$ cat src/rtl/uart_rx.sv
// rtl/uart_rx.sv - 8N1 UART receiver with 16x oversampling, start-bit qualification and framing-error flag
module uart_rx #(
  parameter int clk_freq   = 25_000_000,
  parameter int baudrate   = 9600,
  parameter int OVERSAMPLE = 16
) (
  input  logic       clk,
  input  logic       rst,
  input  logic       rx,
  output logic [7:0] data,
  output logic       valid,
  output logic       frame_err,
  output logic       busy
);

  localparam int DIV = clk_freq / (baudrate * OVERSAMPLE);
  localparam int DW  = $clog2(DIV);
  localparam int TW  = $clog2(OVERSAMPLE);

  localparam logic [DW-1:0] DIV_LAST = DW'(DIV - 1);
  localparam logic [TW-1:0] T_MID    = TW'(OVERSAMPLE / 2 - 1);
  localparam logic [TW-1:0] T_LAST   = TW'(OVERSAMPLE - 1);

  typedef enum logic [2:0] {IDLE, START, DATA, STOP, BREAK} state_t;

  state_t        state, state_n;
  logic          rx_m, rx_s;
  logic [DW-1:0] div, div_n;
  logic [TW-1:0] tcnt, tcnt_n;
  logic [2:0]    bcnt, bcnt_n;
  logic [7:0]    sh, sh_n;
  logic [7:0]    data_n;
  logic          valid_n, ferr_n;
  logic          tick;

  // Line idles high, so the synchronizer resets to 1 to avoid a false start.
  always_ff @(posedge clk or posedge rst) begin
    if (rst) begin
      rx_m <= 1'b1;
      rx_s <= 1'b1;
    end else begin
      rx_m <= rx;
      rx_s <= rx_m;
    end
  end

  always_ff @(posedge clk or posedge rst) begin
    if (rst) begin
      state     <= IDLE;
      div       <= DIV_LAST;
      tcnt      <= '0;
      bcnt      <= '0;
      sh        <= '0;
      data      <= '0;
      valid     <= 1'b0;
      frame_err <= 1'b0;
    end else begin
      state     <= state_n;
      div       <= div_n;
      tcnt      <= tcnt_n;
      bcnt      <= bcnt_n;
      sh        <= sh_n;
      data      <= data_n;
      valid     <= valid_n;
      frame_err <= ferr_n;
    end
  end

  assign tick = (div == '0);
  assign busy = (state != IDLE);

  always_comb begin
    state_n = state;
    div_n   = div;
    tcnt_n  = tcnt;
    bcnt_n  = bcnt;
    sh_n    = sh;
    data_n  = data;
    valid_n = 1'b0;
    ferr_n  = 1'b0;

    // Holding the divider in IDLE phase-aligns ticks to the detected start edge.
    if (state == IDLE || tick) div_n = DIV_LAST;
    else                       div_n = div - 1'b1;

    case (state)
      IDLE: begin
        if (!rx_s) begin
          tcnt_n  = '0;
          state_n = START;
        end
      end
      START: begin
        if (tick) begin
          if (tcnt == T_MID) begin
            if (!rx_s) begin
              tcnt_n  = '0;
              bcnt_n  = '0;
              state_n = DATA;
            end else begin
              state_n = IDLE;
            end
          end else begin
            tcnt_n = tcnt + 1'b1;
          end
        end
      end
      DATA: begin
        if (tick) begin
          if (tcnt == T_LAST) begin
            sh_n   = {rx_s, sh[7:1]};
            tcnt_n = '0;
            bcnt_n = bcnt + 1'b1;
            if (bcnt == 3'd7) state_n = STOP;
          end else begin
            tcnt_n = tcnt + 1'b1;
          end
        end
      end
      STOP: begin
        if (tick) begin
          if (tcnt == T_LAST) begin
            tcnt_n = '0;
            if (rx_s) begin
              data_n  = sh;
              valid_n = 1'b1;
              state_n = IDLE;
            end else begin
              ferr_n  = 1'b1;
              state_n = BREAK;
            end
          end else begin
            tcnt_n = tcnt + 1'b1;
          end
        end
      end
      BREAK: begin
        if (rx_s) state_n = IDLE;
      end
      default: state_n = IDLE;
    endcase
  end

endmodule
$ cat config.mk
export PLATFORM = sky130hd
export DESIGN_NAME = uart_rx
export DESIGN_NICKNAME = d
export VERILOG_FILES = /design/src/rtl/uart_rx.sv
export SDC_FILE = /design/constraint.sdc
export NUM_CORES = 1
export LEC_CHECK = 0
export CAP_MARGIN = 20
export CORE_UTILIZATION = 25
export DETAILED_ROUTE_END_ITERATION = 12
export HOLD_SLACK_MARGIN = 0.06
export PLACE_DENSITY = 0.45
export SLEW_MARGIN = 10
export SYNTH_ARGS = -nofsm -noshare
export SYNTH_HDL_FRONTEND = slang
export SYNTH_SLANG_ARGS = --single-unit
export TNS_END_PERCENT = 100
$ cat constraint.sdc
create_clock -name clk -period 2.15 [get_ports clk]
set_input_delay 0.215 -clock clk [delete_from_list [all_inputs] [get_ports clk]]
set_output_delay 0.215 -clock clk [all_outputs]
set_load 0.03 [all_outputs]
# == After elaboration in Yosys (flattened, before gate mapping) ==
# Index checks and enable logic that the tools add are counted.
# op_classes
bitwise,0
eq_ne,18
reduce_logical,12
multipliers,0
mux,33
magnitude_cmp,0
n_div,0
shift,0
addsub,3
# ops
cell,n
$mux 3,15
$mux 4,5
$ne 2x2->1 const B,10
$pmux 3 s5,1
$pmux 4 s3,1
$reduce_and 9->1,1
$logic_not 8->1,1
$mux 1,8
$mux 8,1
$sub 8x1->8 const B,1
$eq 3x2->1 const B,2
$eq 3x3->1 const B,2
$pmux 3 s2,1
$reduce_and 3->1,2
$reduce_and 6->1,1
$reduce_bool 3->1,2
$add 4x1->4 const B,1
$eq 4x3->1 const B,1
$eq 4x4->1 const B,1
$reduce_and 4->1,1
$add 3x1->3 const B,1
$eq 3x1->1 const B,1
$logic_not 3->1,1
$mux 2,1
other kinds (4),4
# word_totals
output_inout_bits,11
wordCells,76
in_bits,3
mem_bits_ro,0
n_memories,0
ram_bits,0
regBits,38
latch_bits,0

# == Longest topological paths before layout ==
# logic_depth
depth_word,5
mapped_depth,7
mapped_depth_nobuf,6

# == Worst setup path after synthesis ==
# OpenSTA, ideal clock, no wires.
# synth_timing
kind,flip-flop to flip-flop
from,register div[1]
to,register sh[7]
setup_ns,0.128
required_time_ns,2.022
path_slack_ns,0.369
path_buffers,1
arrival_time_ns,1.653
stages_incl_launch_ff,8
synth_period_minus_slack_ns,1.781
path_cell_list,dfrtp_1 inv_1 ha_1 nor3b_2 nand4_2 nor2_2 buf_6 mux2_1
# synth_via
elab_chain_len,2
# synth_lines
item,line,text
"start, declared",28,"logic [DW-1:0] div, div_n;"
"start signal, assigned",59,div <= div_n;
$logic_not 8->1,69,assign tick = (div == '0);
$reduce_and 3->1 (no source line),-,
"end signal, assigned",62,sh <= sh_n;
"end, declared",31,"logic [7:0] sh, sh_n;"
# Every way passes these cells.
# A chain may end at the register's enable or synchronous reset.

# == Final worst setup path ==
# layout_timing
from,register state[2]
to,output port busy
# layout_via
elab_chain_len,1
# layout_lines
item,line,text
"start, declared",26,"state_t state, state_n;"
"start signal, assigned",58,state <= state_n;
$reduce_bool 3->1,70,assign busy = (state != IDLE);
"end, declared",13,output logic busy
# Every way passes these cells.

==> summary.txt <==
GRT
  • Total gr overflow: 0
  • Initial antenna violation count: 0
  • Largest net degree at the start of global routing: 39
  • First-pass GRT wire length: 6.13 mm
  • Vias in the first global route: 1306
  • GRT Total Usage: 0.107

Critical path
  • Crit end category: output port
  • WP data required: 1930 ps
  • Crit-path max FO: 10
  • Launching element type of the critical path: register
  • Flop2flop setup slack: 180 ps
  • Worst Setup Path Type: reg2out
  • Arr. time, crit path: 1760 ps

Finish
  • Most common library cell in the layout ignoring fill and taps: dfrtp_1
  • Antenna cells: 0
  • Most frequent cells in the layout: dfrtp_1, mux2_1, clkdlybuf4s50_1
  • Area taken by multi-input logic gates: 767 um^2
  • Final nets: 176
  • Fillers: 709
  • Synthesis-to-layout area growth: 19.7%
  • Layout cells sized above 1: 0.183
  • Fin area: 2130 um^2
  • Seq. cell area: 957 um^2

Yosys
  • Synth Area in XOR/XNOR: 0.0344
  • Multiplexer share of the synthesized area: 0.114
  • Largest family of logic cells by synthesized area: simple AND/OR/NAND/NOR gates
  • Mapped Cells: 147
  • Yosys reg bits: 38
  • Post-Synth Adder-Cell Area: 0.0351
  • Synthesized cell area: 1780 um^2
  • Syn avg cell area: 12.1 um^2
  • Synthesized net count: 155
  • Synth Area in Simple Gates: 0.153
  • Syn. warnings: 0
  • Unique masters post-synth: 44
  • Sequential area share after synthesis: 0.538
  • Compound-cell area share of the yosys netlist: 0.0942

Clocking
  • Post_cts resized: 0
  • CTS sink cnt: 38
  • CTS Hold Bufs: 0
  • CTS tree: done
  • Clock latency at the later pin of the worst-skew pair: 290 ps
  • Post-CTS Setup Bufs: 0
  • Root Driver: clkbuf_8
  • H-tree levels: 2
  • CTS Buffer Depth: 2
  • Clock slew at reported path FFs: 80 ps
  • Num CTS Buffers: 5

Route
  • Vias per cell: 4.51
  • Residual DRC: 0
  • WL final: 3.49 mm
  • Overall via count from detail_route: 1195
  • Routed WL per cell: 13.2 um
  • Initial DRC count: 47
  • Antenna-violating nets left: 0
  • First-pass DRT Iterations: 3

STA
  • Final Cycle Share: 0.918
  • FMAX: 507 MHz
  • Worst Max-Slew Pin Slew: 463 ps
  • Slew Limit Fails: 0
  • Minimum clock period after layout: 1970 ps
  • Relative slew slack: 0.691
  • Hold violation count in the final report: 0
  • Clock skew: 12.6 ps
  • RSZ-0062 raised after global routing: false
  • Fin Setup TNS: 0 ps
  • Setup-failing EPs final: 0

Die
  • Core footprint: 6830 um^2
  • Total die area: 7460 um^2
  • Die boundary width: 86.4 um
  • Std-Cell Rows: 30
  • # IOs: 14
  • Die H: 86.4 um
  • Initial Util: 0.261

Power and ir drop
  • Logic pwr share: 0.017
  • Tot Pwr: 1210 uW
  • Worst vdd ir: 0.342 mV
  • Sequential share of power: 0.597
  • Switching part of the total: 0.215
  • NetSw: 259 uW
  • Leakage: 0.000972 uW
  • Power share of the clock group: 0.385
  • Power density over the cells: 566 nW/um^2
  • Cell Int Power: 948 uW

Run
  • Max Cap Viol: 0

Placement
  • DPL Wire Length: 2.49 mm
  • DP Area: 2050 um^2
  • IO buf count: 13
  • GP Congestion: 0.726

Outcome
  • Status: finished clean

Min path
  • Worst Hold Class: in2async
state kept, by name, indices dropped and copies added (netlist names):
register and flops:
data 8, rx_s 1, valid 1, div 8, state 3, tcnt 4, rx_m 1, bcnt 3
sh 8, frame_err 1
layer usage:
metal	vias to the layer above	GRT usage	part of all wire
met4	0	0.0455	0.015
met5	-	0	0
li1	575	-	-
met1	603	0.128	0.45
met3	4	0.0343	0.034
met2	13	0.179	0.50
cells in the mapped netlist, drive strengths merged:
library cell  instances  area (um^2)
o311ai                1         8.76
a311oi                1         8.76
xnor2                 4         35.0
a32oi                 1         8.76
ha                    5         62.6
nand4                 2         18.8
a31oi                 1         6.26
a22o                  2         17.5
a21oi                 3         15.0
o21ai                 5         25.0
o2bb2ai               1         8.76
nor4b                 2         30.0
a21boi                1         7.51
nor4                  4         40.0
dfstp                 5          131
nand2                12         47.6
dfrtp                33          826
nor3b                 1         12.5
nor3                  2         10.0
and2                  2         12.5
o31ai                 2         15.0
o22ai                 1         6.26
mux2                 18          203
nor2b                 2         12.5
o2111a                1         11.3
buf                   2         18.8
xor2                  3         26.3
inv                   6         22.5
o2111ai               1         8.76
and3                  2         12.5
or2                   1         6.26
clkbuf                4         15.0
nand3                 3         15.0
nor2                 10         47.6
or4                   1         7.51
a221o                 2         20.0
worst max-delay path: stages (launching register included):
cell and delay (ps):
dfrtp_1 560, inv_1 100, nand2_1 130, clkdlybuf4s50_1 680
layout make-up:
type | instances | share of cell area
sequential | 38 | 0.449
tap | 96 | 0.0563
multi-input combinational | 97 | 0.360
clock buffer | 6 | 0.0340
timing repair buffer | 20 | 0.0857
clock inverter | 2 | 0.00469
inverter | 6 | 0.0106
power by group through the flow:
stage	Combinational [uW]	Clock (uW)	Sequential, uW
floorplan	14.8	0	732
global placement	21.6	0	735
detailed placement	22.6	0	735
CTS	22.5	486	721
global route	25.0	521	722
finish	20.6	465	722
per-stage QoR:
step           setup WS (ps)  utilization  instances  hold WS, ps
6_report                 177        0.312        265          334
5_1_grt                 39.6        0.312        265          346
3_5_place_dp             191        0.300        257          348
4_1_cts                  146        0.312        265          331
2_1_floorplan            369            -        147          219
3_3_place_gp             240        0.300        257          347
path summary, 6_finish.rpt:
check,startpoint,cells after the start,end
setup / recovery,state[2],3,busy
min in group clk,rx,1,rx_m
hold reg to reg,rx_m,0,rx_s
max in group asynchronous,rst,3,rx_s
setup reg to reg,div[1],6,data[5]
hold / removal,rst,3,sh[1]
kinds of logic after synthesis:
kind of cell    after synthesis
fa+ha+maj                     5
flops                        38
mux                          18
simple gates                 44
compound gates               23
xor+xnor                      7
buf+inv                      12
Power figures use the tool's default switching activity.
